--- src/rtl/imm_extend_pipe.sv ---
// Pipelined immediate extender (sign/zero/upper/branch) feeding a 2-entry output FIFO.
// Optional IMM_EXT_PARITY_EN adds a per-entry out_parity output (XOR of out_data).
module imm_extend_pipe #(
  parameter int IN_W  = 16,
  parameter int OUT_W = 32,
  parameter int CNT_W = 16
) (
  input  logic             clk,
  input  logic             rst_n,
  input  logic             in_valid,
  output logic             in_ready,
  input  logic [IN_W-1:0]  in_imm,
  input  logic [1:0]       in_mode,
  output logic             out_valid,
  input  logic             out_ready,
  output logic [OUT_W-1:0] out_data,
  output logic [1:0]       out_mode,
`ifdef IMM_EXT_PARITY_EN
  output logic             out_parity,
`endif
  output logic [CNT_W-1:0] xfer_cnt,
  input  logic             flush
);

  logic [OUT_W-1:0] sext;
  logic [OUT_W-1:0] ext;
  logic             push;
  logic             pop;
  logic [1:0]       count_reg;
  logic [1:0]       count_next;
  logic [OUT_W-1:0] head_data_reg, tail_data_reg;
  logic [1:0]       head_mode_reg, tail_mode_reg;
  logic             in_ready_reg;
  logic             out_valid_reg;
  logic [CNT_W-1:0] xfer_cnt_reg;

  assign sext = {{(OUT_W-IN_W){in_imm[IN_W-1]}}, in_imm};

  always_comb begin
    ext = sext;
    case (in_mode)
      2'b00: ext = sext;
      2'b01: ext = {{(OUT_W-IN_W){1'b0}}, in_imm};
      2'b10: ext = {in_imm, {(OUT_W-IN_W){1'b0}}};
      2'b11: ext = {sext[OUT_W-3:0], 2'b00};
      default: ext = sext;
    endcase
  end

  assign push = in_valid && in_ready_reg;
  assign pop  = out_valid_reg && out_ready;

  always_comb begin
    count_next = count_reg + {1'b0, push} - {1'b0, pop};
    if (flush)
      count_next = 2'd0;
  end

  // Head is always the oldest entry; the tail slot is only occupied when count is 2.
  always_ff @(posedge clk or negedge rst_n) begin
    if (!rst_n) begin
      count_reg     <= 2'd0;
      in_ready_reg  <= 1'b1;
      out_valid_reg <= 1'b0;
      head_data_reg <= '0;
      head_mode_reg <= 2'b00;
      tail_data_reg <= '0;
      tail_mode_reg <= 2'b00;
      xfer_cnt_reg  <= '0;
    end else begin
      count_reg     <= count_next;
      in_ready_reg  <= (count_next < 2'd2);
      out_valid_reg <= (count_next != 2'd0);
      if (pop)
        xfer_cnt_reg <= xfer_cnt_reg + 1'b1;
      if (pop && count_reg == 2'd2) begin
        head_data_reg <= tail_data_reg;
        head_mode_reg <= tail_mode_reg;
      end else if (push && (count_reg == 2'd0 || (count_reg == 2'd1 && pop))) begin
        head_data_reg <= ext;
        head_mode_reg <= in_mode;
      end
      if (push && count_reg == 2'd1 && !pop) begin
        tail_data_reg <= ext;
        tail_mode_reg <= in_mode;
      end
    end
  end

`ifdef IMM_EXT_PARITY_EN
  logic head_par_reg, tail_par_reg;

  always_ff @(posedge clk or negedge rst_n) begin
    if (!rst_n) begin
      head_par_reg <= 1'b0;
      tail_par_reg <= 1'b0;
    end else begin
      if (pop && count_reg == 2'd2)
        head_par_reg <= tail_par_reg;
      else if (push && (count_reg == 2'd0 || (count_reg == 2'd1 && pop)))
        head_par_reg <= ^ext;
      if (push && count_reg == 2'd1 && !pop)
        tail_par_reg <= ^ext;
    end
  end

  assign out_parity = head_par_reg;
`endif

  assign in_ready  = in_ready_reg;
  assign out_valid = out_valid_reg;
  assign out_data  = head_data_reg;
  assign out_mode  = head_mode_reg;
  assign xfer_cnt  = xfer_cnt_reg;

endmodule

--- config.mk ---
export PLATFORM = sky130hd
export DESIGN_NAME = imm_extend_pipe
export DESIGN_NICKNAME = d
export VERILOG_FILES = /design/src/rtl/imm_extend_pipe.sv
export SDC_FILE = /design/constraint.sdc
export NUM_CORES = 1
export LEC_CHECK = 0
export CAP_MARGIN = 15
export CORE_ASPECT_RATIO = 1.25
export CORE_UTILIZATION = 52
export CTS_CLUSTER_SIZE = 30
export DETAILED_ROUTE_END_ITERATION = 12
export PLACE_DENSITY = 0.87
export SKIP_LAST_GASP = 1
export SYNTH_ARGS = -nofsm -noshare
export SYNTH_HDL_FRONTEND = slang
export SYNTH_SLANG_ARGS = --single-unit
--- constraint.sdc ---
create_clock -name clk -period 1.9 [get_ports clk]
set_clock_uncertainty 0.05 [all_clocks]
set_input_delay 0.475 -clock clk [delete_from_list [all_inputs] [get_ports clk]]
set_output_delay 0.475 -clock clk [all_outputs]
set_load 0.02 [all_outputs]
==> results_dict.tcl, run 1 <==
set metrics [dict create \
    cpMaxStageDelayCell "clkdlybuf4s50_1" \
    ant_nets 0 \
    final-max-slew-violation-count 0 \
    timing.final.crit_share_pct 102.0 \
    cts_num_sinks 88 \
    p_leak_nw 2.606 \
    die-area_um2 8089 \
    hpwl_mm 6.842 \
    final_area_um2 5386 \
    power_density_nw_per_um2 1489 \
    synth-seq-cells 88 \
    die_y_um 100.3 \
    synth_mux_area_share_pct 4.762 \
    cts_buffer_depth 2 \
    grt_pass1_wl_mm 15.99 \
    fin_tns_setup_ns -0.04763 \
    dp_slack_ns -0.4715 \
    rsz0062_at_grt "yes" \
    synth-simple-area-share_pct 14.81 \
    grt_pass1_vias 3332 \
    cts_root_buffer "clkbuf_8" \
    path_clk_slew_ns 0.09 \
    synth_xor_area_share_pct 3.704 \
    ctsHtreeMaxLevel 3 \
    place_congestion 0.8619 \
    syn_area_um2 4020 \
    cp.required_ns 2.09 \
    max_stage_delay_ns 0.51 \
    rows 35 \
    gr-total-overflow 0 \
    slew-limit-headroom_pct 67.31 \
    dr.first_iter.drc_count 225 \
    total_power_mw 8.020 \
    setup_viol 2 \
    worst_hold_slack_ns 0.01767 \
    yosysSeqAreaShare_pct 54.81 \
    synth_edf_count 0 \
    io_pins 75 \
    numCtsBuffers 9 \
    drive_above_1_share_pct 18.79 \
    crit_chain "clkdlybuf4s50_1 > buf_12 > mux2_2 > a21oi_1 > nor2_1 > a221o_1" \
    yosys_warnings 0 \
    worstSkewPairLatency_ns 0.36 \
    min_period_ns 1.938 \
    via_count 3325 \
    critPathMaxFanout 19 \
    tightestPinTransition_ns 0.4903 \
    synth_cells 380 \
    cp.arrival_ns 2.12 \
    critical-path-top-delay-family "buffers and inverters" \
    antenna_found_initial 0 \
    port_buffers 74 \
    failed_checks "setup timing" \
    synthToLayoutAreaGrowth_pct 33.99 \
    ys.flop_type "dfrtp_1" \
    synthAdderAreaFrac_pct 0.9337 \
    die_x_um 80.65 \
    maxCapViolCount 0 \
    worstSetupPathType "input pin to register" \
    wl_mm 10.14 \
    synth_most_common_cell "dfrtp_1" \
    final_nets 502 \
    drc 0 \
    synth_top_cell_by_area "dfrtp_1" \
    grt_max_degree 45 \
    final_core_util_pct 72.35 \
    synth-compound-area-share_pct 17.15 \
    finalHoldViolations 0 \
    path_buf_inv 2 \
    setup.worst_path.end_class "register" \
    synthArstFlopShare_pct 100.0 \
    wl_per_cell_um 17.76 \
    synth_nets 406 \
    dr.pass1.iters 4 \
    start_kind "input pin" \
    initial_core_util_pct 54.00 \
    grt_use_total_pct 26.40 \
    max_freq_mhz 515.9 \
    ctsHoldBuffers 0 \
    core_um2 7445 \
    syn_avg_cell_area_um2 10.58 \
    synth_top_area_share_pct 54.15 \
    setup_ws_ns -0.03845 \
    synth_top_family_by_area "compound AO/OA/AOI/OAI gates" \
    cts_tree "done" \
    final_cells 571 \
    vias_per_cell 5.823 \
    synth_area_leaders "dfrtp_1 (54%), nand2_1 (4.9%), o21ai_0 (4.1%)" \
    placed_cell_area_um2 5095 \
    outcome "complete, but fails checks" \
    synth.distinct_cells 40 \
    place_inst 555 \
    synth_common_cells "dfrtp_1 (87), nand2_1 (52), o21ai_0 (33)" \
    diodes 0 \
    hp-class "input pin to async pin" \
    ir_drop_v 0.0008801 \
]
[cell usage in the layout (no fill, tap or decap), types with 2 or more instances in the layout]
cell / n
o22ai_1: 2
nand4_1: 4
a211oi_1: 2
inv_1: 6
clkbuf_8: 10
nand3_1: 6
or2_2: 2
clkdlybuf4s50_1: 33
dfrtp_1: 87
mux2_2: 9
a21oi_1: 22
and3_1: 3
nand2b_1: 2
nor2b_1: 15
mux2_1: 8
a221o_1: 15
nor2_1: 28
a21oi_2: 6
xor2_1: 4
ha_1: 3
xnor2_1: 13
buf_12: 7
o221a_1: 4
buf_4: 31
dlygate4sd2_1: 20
dlymetal6s2s_1: 20
o221a_2: 11
nand2_1: 52
o21ai_0: 33
bufinv_16: 2
[routing by layer]
metal / vias to the layer above / share of wire, % / wire length, um / GRT usage (%)
li1: 1520 / - / - / -
met4: 0 / 3.3 / 337 / 13.60
met5: - / 0 / 0 / 0
met1: 1644 / 42 / 4263 / 33.39
met3: 32 / 5.6 / 565 / 5.182
met2: 129 / 49 / 4975 / 42.76
[layout make-up]
| class | instances | area, um2 |
|---|---|---|
| repair buffers | 111 | 1129 |
| well taps | 92 | 115.1 |
| clock inverters | 3 | 67.56 |
| multi-input cells | 260 | 1708 |
| inverters | 6 | 22.52 |
| clock buffers | 11 | 141.4 |
| fillers | 493 | 2058 |
| flip-flops and latches | 88 | 2203 |
[report_power, final]
| group | switching (mW) | internal, mW |
|---|---|---|
| combinational | 1.77 | 1.67 |
| clock | 0.644 | 0.764 |
| sequential | 0.521 | 2.65 |
[logic make-up (layout without fill, tap and decap cells)]
logic type	count (synthesis)	after routing
simple gates	123	123
compound gates	100	100
flops	88	88
buf+inv	32	131
xor+xnor	17	17
mux	17	17
fa+ha+maj	3	3
[worst paths after layout]
| kind | slack [ns] | from | depth (start not counted) | to |
|---|---|---|---|---|
| setup / recovery | -0.04 | in_mode[0] | 6 | out_data[22] |
| hold / removal | 0.02 | rst_n | 1 | out_data[19] |
| setup reg to reg | 0.18 | out_valid | 7 | count_reg[1] |
| hold reg to reg | 0.43 | xfer_cnt[15] | 1 | xfer_cnt[15] |
| max in group asynchronous | 1.18 | rst_n | 2 | in_ready |
| min in group clk | 0.43 | xfer_cnt[15] | 1 | xfer_cnt[15] |
[timing repair]
item	CTS	global route
setup endpoints to repair	44	30
resized for setup	22	28
pin swaps	0	1
setup buffers	0	2
Power figures use the tool's default switching activity.
==> run 2, diff against run 1 <==
--- a/config.mk
+++ b/config.mk
@@ -5,7 +5,7 @@
 export SDC_FILE = /design/constraint.sdc
 export NUM_CORES = 1
 export LEC_CHECK = 0
-export CAP_MARGIN = 15
+export CAP_MARGIN = 20
 export CORE_ASPECT_RATIO = 1.25
 export CORE_UTILIZATION = 52
 export CTS_CLUSTER_SIZE = 30
==> results of run 2 <==
Final layout, timing and power as in run 1 (identical DEF).
